===== config.mk =====
export PLATFORM = sky130hd
export DESIGN_NAME = md_unit_iter
export DESIGN_NICKNAME = d
export VERILOG_FILES = /design/src/rtl/md_unit_iter_pkg.sv /design/src/rtl/md_cond_neg.sv /design/src/rtl/md_unit_iter.sv
export SDC_FILE = /design/constraint.sdc
export NUM_CORES = 1
export LEC_CHECK = 0
export ABC_AREA = 1
export CAP_MARGIN = 20
export CELL_PAD_IN_SITES_DETAIL_PLACEMENT = 0
export CELL_PAD_IN_SITES_GLOBAL_PLACEMENT = 1
export CORE_MARGIN = 1
export CORE_UTILIZATION = 37
export DETAILED_ROUTE_END_ITERATION = 8
export GPL_ROUTABILITY_DRIVEN = 0
export MAX_ROUTING_LAYER = met4
export PLACE_DENSITY_LB_ADDON = 0.1
export SETUP_SLACK_MARGIN = 0.15
export SYNTH_ARGS = -nofsm -noshare
export SYNTH_HDL_FRONTEND = slang
export SYNTH_SLANG_ARGS = --single-unit

===== constraint.sdc =====
create_clock -name clk -period 2.65 [get_ports clk]
set_input_delay 0.3975 -clock clk [delete_from_list [all_inputs] [get_ports clk]]
set_output_delay 0.3975 -clock clk [all_outputs]
set_load 0.02 [all_outputs]

===== src/rtl/md_unit_iter_pkg.sv =====
// Shared MD operation/output-select encodings (same values as the decoder) and
// the state encodings of the iterative multiply/divide unit.
package md_unit_iter_pkg;

    localparam int unsigned MD_OP_WIDTH      = 2;
    localparam int unsigned MD_OUT_SEL_WIDTH = 2;

    localparam logic [MD_OP_WIDTH-1:0] MD_OP_MUL = 2'd0;
    localparam logic [MD_OP_WIDTH-1:0] MD_OP_DIV = 2'd1;
    localparam logic [MD_OP_WIDTH-1:0] MD_OP_REM = 2'd2;

    localparam logic [MD_OUT_SEL_WIDTH-1:0] MD_OUT_LO  = 2'd0;
    localparam logic [MD_OUT_SEL_WIDTH-1:0] MD_OUT_HI  = 2'd1;
    localparam logic [MD_OUT_SEL_WIDTH-1:0] MD_OUT_REM = 2'd2;

    localparam logic [1:0] MD_ST_IDLE  = 2'd0;
    localparam logic [1:0] MD_ST_BUSY  = 2'd1;
    localparam logic [1:0] MD_ST_FIXUP = 2'd2;
    localparam logic [1:0] MD_ST_DONE  = 2'd3;

    // A division-class request returns the remainder rather than the quotient.
    function automatic logic md_sel_rem(input logic [MD_OP_WIDTH-1:0]      op,
                                        input logic [MD_OUT_SEL_WIDTH-1:0] sel);
        return (op == MD_OP_REM) || (sel == MD_OUT_REM);
    endfunction

endpackage


===== src/rtl/md_cond_neg.sv =====
// Conditional two's-complement negation: out_o = neg_i ? -in_i : in_i.
module md_cond_neg #(
    parameter int unsigned WIDTH = 32
) (
    input  logic             neg_i,
    input  logic [WIDTH-1:0] in_i,
    output logic [WIDTH-1:0] out_o
);

    always_comb begin
        out_o = neg_i ? (~in_i + WIDTH'(1)) : in_i;
    end

endmodule


===== src/rtl/md_unit_iter.sv =====
// Iterative RV32M multiply/divide unit: 1 bit per cycle shift-add multiply and
// restoring divide on magnitudes. Optional MD_EARLY_OUT_EN skips trivial zero operands.
module md_unit_iter
    import md_unit_iter_pkg::*;
#(
    parameter int unsigned TAG_W = 6
) (
    input  logic                        clk,
    input  logic                        reset,
    input  logic                        kill,
    input  logic                        req_valid,
    output logic                        req_ready,
    input  logic [MD_OP_WIDTH-1:0]      req_op,
    input  logic                        req_in_1_signed,
    input  logic                        req_in_2_signed,
    input  logic [MD_OUT_SEL_WIDTH-1:0] req_out_sel,
    input  logic [31:0]                 req_in_1,
    input  logic [31:0]                 req_in_2,
    input  logic [TAG_W-1:0]            req_tag,
    output logic                        resp_valid,
    input  logic                        resp_ready,
    output logic [31:0]                 resp_result,
    output logic [TAG_W-1:0]            resp_tag
);

    logic [1:0]                  state_q, state_d;
    logic [4:0]                  cnt_q, cnt_d;
    logic [MD_OP_WIDTH-1:0]      op_q, op_d;
    logic [MD_OUT_SEL_WIDTH-1:0] out_sel_q, out_sel_d;
    logic                        neg_res_q, neg_res_d;
    logic                        early_q, early_d;
    logic [31:0]                 b_q, b_d;
    logic [31:0]                 hi_q, hi_d;
    logic [31:0]                 lo_q, lo_d;
    logic                        resp_valid_q, resp_valid_d;
    logic [31:0]                 resp_result_q, resp_result_d;
    logic [TAG_W-1:0]            resp_tag_q, resp_tag_d;

    logic        sign_1, sign_2, in2_zero, accept, req_is_mul;
    logic [31:0] mag_1, mag_2, div_sel, div_fix, fix_result;
    logic [63:0] prod_fix;
    logic [32:0] mul_sum, div_trial;

    assign sign_1     = req_in_1_signed & req_in_1[31];
    assign sign_2     = req_in_2_signed & req_in_2[31];
    assign in2_zero   = (req_in_2 == 32'd0);
    assign req_is_mul = (req_op == MD_OP_MUL);
    assign req_ready  = (state_q == MD_ST_IDLE);
    assign accept     = req_valid & req_ready & ~kill;

    md_cond_neg #(.WIDTH(32)) u_abs_1 (.neg_i(sign_1), .in_i(req_in_1), .out_o(mag_1));
    md_cond_neg #(.WIDTH(32)) u_abs_2 (.neg_i(sign_2), .in_i(req_in_2), .out_o(mag_2));

    // Sign correction: full 64-bit product for MUL, selected quotient/remainder for DIV/REM.
    assign div_sel = md_sel_rem(op_q, out_sel_q) ? hi_q : lo_q;
    md_cond_neg #(.WIDTH(64)) u_fix_mul (.neg_i(neg_res_q), .in_i({hi_q, lo_q}), .out_o(prod_fix));
    md_cond_neg #(.WIDTH(32)) u_fix_div (.neg_i(neg_res_q), .in_i(div_sel), .out_o(div_fix));

    always_comb begin
        if (op_q == MD_OP_MUL) begin
            fix_result = (out_sel_q == MD_OUT_HI) ? prod_fix[63:32] : prod_fix[31:0];
        end else begin
            fix_result = div_fix;
        end
    end

    // Multiply keeps the multiplier in lo and the running sum in hi; divide shifts the
    // dividend out of lo into the partial remainder in hi while quotient bits shift in.
    assign mul_sum   = {1'b0, hi_q} + (lo_q[0] ? {1'b0, b_q} : 33'd0);
    assign div_trial = {hi_q, lo_q[31]} - {1'b0, b_q};

    always_comb begin
        state_d       = state_q;
        cnt_d         = cnt_q;
        op_d          = op_q;
        out_sel_d     = out_sel_q;
        neg_res_d     = neg_res_q;
        early_d       = early_q;
        b_d           = b_q;
        hi_d          = hi_q;
        lo_d          = lo_q;
        resp_valid_d  = resp_valid_q;
        resp_result_d = resp_result_q;
        resp_tag_d    = resp_tag_q;

        case (state_q)
            MD_ST_IDLE: begin
                if (accept) begin
                    op_d       = req_op;
                    out_sel_d  = req_out_sel;
                    resp_tag_d = req_tag;
                    cnt_d      = 5'd0;
                    hi_d       = 32'd0;
                    state_d    = MD_ST_BUSY;
                    if (req_is_mul) begin
                        neg_res_d = sign_1 ^ sign_2;
                        b_d       = mag_1;
                        lo_d      = mag_2;
                    end else begin
                        // Divide by zero keeps the all-ones quotient; remainder follows dividend.
                        neg_res_d = md_sel_rem(req_op, req_out_sel) ? sign_1
                                                                    : (sign_1 ^ sign_2) & ~in2_zero;
                        b_d       = mag_2;
                        lo_d      = mag_1;
                    end
`ifdef MD_EARLY_OUT_EN
                    if (req_is_mul && ((req_in_1 == 32'd0) || in2_zero)) begin
                        lo_d    = 32'd0;
                        early_d = 1'b1;
                        state_d = MD_ST_FIXUP;
                    end else if (!req_is_mul && in2_zero) begin
                        hi_d    = mag_1;
                        lo_d    = 32'hFFFF_FFFF;
                        early_d = 1'b1;
                        state_d = MD_ST_FIXUP;
                    end
`endif
                end
            end
            MD_ST_BUSY: begin
                if (op_q == MD_OP_MUL) begin
                    {hi_d, lo_d} = {mul_sum, lo_q[31:1]};
                end else if (!div_trial[32]) begin
                    hi_d = div_trial[31:0];
                    lo_d = {lo_q[30:0], 1'b1};
                end else begin
                    hi_d = {hi_q[30:0], lo_q[31]};
                    lo_d = {lo_q[30:0], 1'b0};
                end
                if (cnt_q == 5'd31) begin
                    state_d = MD_ST_FIXUP;
                end else begin
                    cnt_d = cnt_q + 5'd1;
                end
            end
            MD_ST_FIXUP: begin
                // Early-out requests spend one extra edge here before the result is posted.
                if (early_q) begin
                    early_d = 1'b0;
                end else begin
                    resp_result_d = fix_result;
                    resp_valid_d  = 1'b1;
                    state_d       = MD_ST_DONE;
                end
            end
            MD_ST_DONE: begin
                if (resp_ready) begin
                    resp_valid_d = 1'b0;
                    state_d      = MD_ST_IDLE;
                end
            end
            default: state_d = MD_ST_IDLE;
        endcase

        if (kill) begin
            state_d      = MD_ST_IDLE;
            resp_valid_d = 1'b0;
            early_d      = 1'b0;
        end
    end

    always_ff @(posedge clk) begin
        if (reset) begin
            state_q       <= MD_ST_IDLE;
            cnt_q         <= 5'd0;
            op_q          <= MD_OP_MUL;
            out_sel_q     <= MD_OUT_LO;
            neg_res_q     <= 1'b0;
            early_q       <= 1'b0;
            b_q           <= 32'd0;
            hi_q          <= 32'd0;
            lo_q          <= 32'd0;
            resp_valid_q  <= 1'b0;
            resp_result_q <= 32'd0;
            resp_tag_q    <= '0;
        end else begin
            state_q       <= state_d;
            cnt_q         <= cnt_d;
            op_q          <= op_d;
            out_sel_q     <= out_sel_d;
            neg_res_q     <= neg_res_d;
            early_q       <= early_d;
            b_q           <= b_d;
            hi_q          <= hi_d;
            lo_q          <= lo_d;
            resp_valid_q  <= resp_valid_d;
            resp_result_q <= resp_result_d;
            resp_tag_q    <= resp_tag_d;
        end
    end

    assign resp_valid  = resp_valid_q;
    assign resp_result = resp_result_q;
    assign resp_tag    = resp_tag_q;

endmodule

==> reports/metrics.yaml <==
status:
  status: "completed"
synth:
  proportion_of_synthesized_area_in_mux_cells_pct: 0
  synth-async-reset-ratio_pct: 0
  post-synth-top-area-fraction_pct: 20.6
  synth_simple_gate_area_share_pct: 44.8
  synth_compound_gate_area_share_pct: 17.6
  synth_fp_nets: 3621
  synth-edff-count: 0
  netlist_instances: 3464
  sequential_share_of_the_synthesized_area_pct: 16.0
  synthTopCellsByArea: "nand2_1 21%, dfxtp_1 16%, nand3_1 11%, inv_1 9.8%, nor2_1 8.0%"
  synthAdderAreaFrac_pct: 5.25
  postSynthRegisterBits: 147
  yosys.area_share.xor_xnor_pct: 3.00
  post_synth.cell_area_avg_um2: 5.31
  yosys_warns: 0
  largest_family_of_logic_cells_by_synthesized_area: "simple AND/OR/NAND/NOR gates"
  synth_flop_cell: "dfxtp_1"
  netlist_area_um2: 18400
  synthDistinctLibCells: 53
  synth_top_cell_by_area: "nand2_1"
timing:
  final_hold_viol_count: 0
  maxClockFrequency_mhz: 404
  period_minus_slack_ns: 2.47
  rsz0062_at_grt: "true"
  final_critical_path_setup_slack_ns: 0.177
  period_utilisation_layout_pct: 93.3
  clock_skew_ns: 0.0366
  final-setup-viol-count: 0
  drv_slew: 0
  max_slew.worst_pin.slew_ns: 0.706
  finalSetupTns_ns: 0
  worst_slew_margin_rel_pct: 52.9
job:
  timing.max_cap.violations: 0
min_path:
  worst_hold_path_cell_count: 3
  class_of_the_tightest_hold_or_removal_check: "primary input to flop"
  hold_start: "reset"
  hold_end: "resp_result[1]$_SDFFE_PP0P_"
pwr:
  clock_power_share_pct: 28.5
  power.density_cell_area_nw_per_um2: 393
  net-switching-power_mw: 4.16
  seq_power_share_pct: 27.2
  max-vdd-ir-drop_v: 0.000499
  fin_total_pwr_mw: 9.13
  power.share.switching_pct: 45.6
  power.leakage_nw: 11.1
  portion_of_total_power_attributed_to_combinational_logic_pct: 44.3
  power_report.internal_total_mw: 4.96
route:
  viasPerCell: 5.50
  ant_nets: 0
  detailroute.via_count: 24000
  wire_per_inst_um: 19.5
  wirelength_um: 85000
  detail_route.first_pass.iterations: 7
  violation_count_after_the_first_detailed_route_iteration: 2660
  route.detailed.drc: 0
clock_network:
  cts_bufs_inserted: 17
  clk_transition_reported_paths_ns: 0.08
  max-clock-path-buffers: 2
  clock_tree_from_tritoncts: "done"
  htreeDepth: 4
  quantity_of_hold_fixing_buffers_added_after_cts: 0
  clock_tree.root_cell: "clkbuf_16"
  clock_sinks: 147
  insertion_delay_ns: 0.51
worst_setup_path:
  critical_path_class: "flop to flop"
  rr_endpoint: "hi_q[23]$_SDFFE_PP0P_"
  cp_num_buf_inv: 3
  worstPathRequired_ns: 3.00
  crit_path_end_kind: "flop"
  r2r-start: "lo_q[0]$_SDFFE_PP0P_"
  crit_arrival_ns: 2.82
  highest_delay_cell_along_the_critical_path: "dfxtp_4"
  crit_path_max_fanout: 20
  worst_path_most_repeated_cell: "nand3_1"
  crit_path_cell_trace: "buf_12 -> nand2_1 -> inv_1 -> ha_1 -> a21oi_1 -> o21ai_1 -> a21oi_4 -> inv_1 -> nand3_1 -> nand3_1 -> nand2_1 -> nand3_1 -> nand3_1 -> a21oi_1"
  reg2regPathDepth: 14
  max_stage_delay_ns: 0.36
  cp-start-kind: "flop"
  crit_path_max_delay_family: "compound AO/OA/AOI/OAI gates"
  worst-r2r-setup-slack_ns: 0.18
placed_design:
  hpwlAfterDp_um: 68000
  dp_slack_ns: -0.103
  port_buffers: 120
cells_and_area:
  layout.cells.most_common_list: "967 x nand2_1, 472 x inv_1, 390 x nand3_1"
  most_frequent_standard_cell_in_the_layout_excluding_fill_and_tap_cells: "nand2_1"
  area_growth_syn_to_layout_pct: 26.5
  finalNetCount: 3836
  final_core_utilization_pct: 47.5
  layout-drive-gt1-share_pct: 13.7
global_routing:
  globalRoute.totalOverflow: 0
  grt_pass1_wl_um: 128000
  grt_start_max_net_pins: 104
  initial_antenna_violation_count: 1
  grtUsageTotal_pct: 34.1
  via_count_of_the_first_global_routing_pass: 21800
floorplanning:
  die-height_um: 225
  die_outline_area_um2: 50600
  initial_cell_density_of_the_core_pct: 37.6
  die_width_um: 225
  core-area_um2: 49000
  io-pin-count: 121
  cell_rows: 81
power by group through the flow:
stage	combinational, mW	sequential [mW]	clock [mW]
global placement	3.67	2.52	0
finish	4.04	2.48	2.60
CTS	3.74	2.47	2.65
global route	4.42	2.49	2.73
floorplan	2.33	2.45	0
detailed placement	3.68	2.52	0
worst max-delay path by stage:
stage                               startpoint               endpoint  slack (ns)  depth (start not counted)
after floorplan           lo_q[0]$_SDFFE_PP0P_  hi_q[27]$_SDFFE_PP0P_        0.19                         16
after global placement    lo_q[0]$_SDFFE_PP0P_   hi_q[9]$_SDFFE_PP0P_       -0.06                         16
after detailed placement  lo_q[0]$_SDFFE_PP0P_   hi_q[9]$_SDFFE_PP0P_       -0.10                         15
after CTS                 b_q[25]$_SDFFE_PP0P_  hi_q[30]$_SDFFE_PP0P_        0.16                         17
after global routing      lo_q[0]$_SDFFE_PP0P_  hi_q[23]$_SDFFE_PP0P_        0.05                         14
final                     lo_q[0]$_SDFFE_PP0P_  hi_q[23]$_SDFFE_PP0P_        0.18                         14
registers in the layout, summed over array words and instances (netlist names):
register     flops
resp_result     32
hi_q            32
resp_tag         6
b_q             32
lo_q            32
neg_res_q        1
op_q             2
state_q          2
cnt_q            5
resp_valid       1
out_sel_q        2
through the flow:
| step | area, µm² | hold WS [ns] | instances |
|---|---|---|---|
| global placement | 21500 | 0.455 | 4307 |
| finish | 23300 | 0.429 | 4357 |
| CTS | 22200 | 0.414 | 4343 |
| global route | 23300 | 0.470 | 4357 |
| floorplan | 18400 | 0.434 | 3464 |
| detailed placement | 21500 | 0.465 | 4307 |
worst reg2reg max path, cell delays in order (launching register included):
cell     delay (ns)
dfxtp_4        0.36
buf_12         0.15
nand2_1        0.06
inv_1          0.04
ha_1           0.35
a21oi_1        0.23
o21ai_1        0.18
a21oi_4        0.22
inv_1          0.08
nand3_1        0.13
nand3_1        0.13
nand2_1        0.09
nand3_1        0.11
nand3_1        0.13
a21oi_1        0.07
cells by family after synthesis:
| group | count (synthesis) |
|---|---|
| xor gates and xnor gates | 63 |
| and+or+nand+nor | 1952 |
| DFF | 147 |
| AOI/OAI and AO/OA | 599 |
| buffers and inverters | 627 |
| adders and majority gates | 76 |
synthesized netlist by cell type, types with 12 or more instances:
cell and instances:
nand4_1 45, nand3b_1 16, inv_1 480, xor2_1 47
dfxtp_1 147, buf_1 28, nor2_1 394, nor3_1 31
nand3_1 399, a21oi_1 239, clkbuf_1 92, nand2_1 1009
o211ai_1 52, a31oi_1 21, xnor2_1 16, or2_2 12
ha_1 74, o21ai_0 249, o21ai_1 12
layer usage:
metal	vias to the layer above	share of wire [%]	wire length, µm	GRT usage, %
li1	11600	-	-	-
met1	11000	43	36600	44.1
met2	1121	44	37300	52.3
met3	198	8.5	7230	5.70
met4	0	4.5	3830	14.5
met5	-	0	0	-
area by class of cell:
class / count / area [µm²]
antenna: 1 / 2.50
clock buffer: 17 / 425
clock inverter: 15 / 186
fill: 5387 / 25700
inverter: 489 / 1840
multi-input combinational: 2691 / 14000
sequential: 147 / 3010
tap: 664 / 831
timing repair buffer: 333 / 3000
repair_timing:
action | in CTS | in global routing
pin swaps | 2 | 21
gates cloned | 1 | 1
setup buffers | 3 | 12
endpoints found under the setup margin | 33 | 61
resized for setup | 40 | 237
Note: power is estimated with default switching activity, not from simulation.
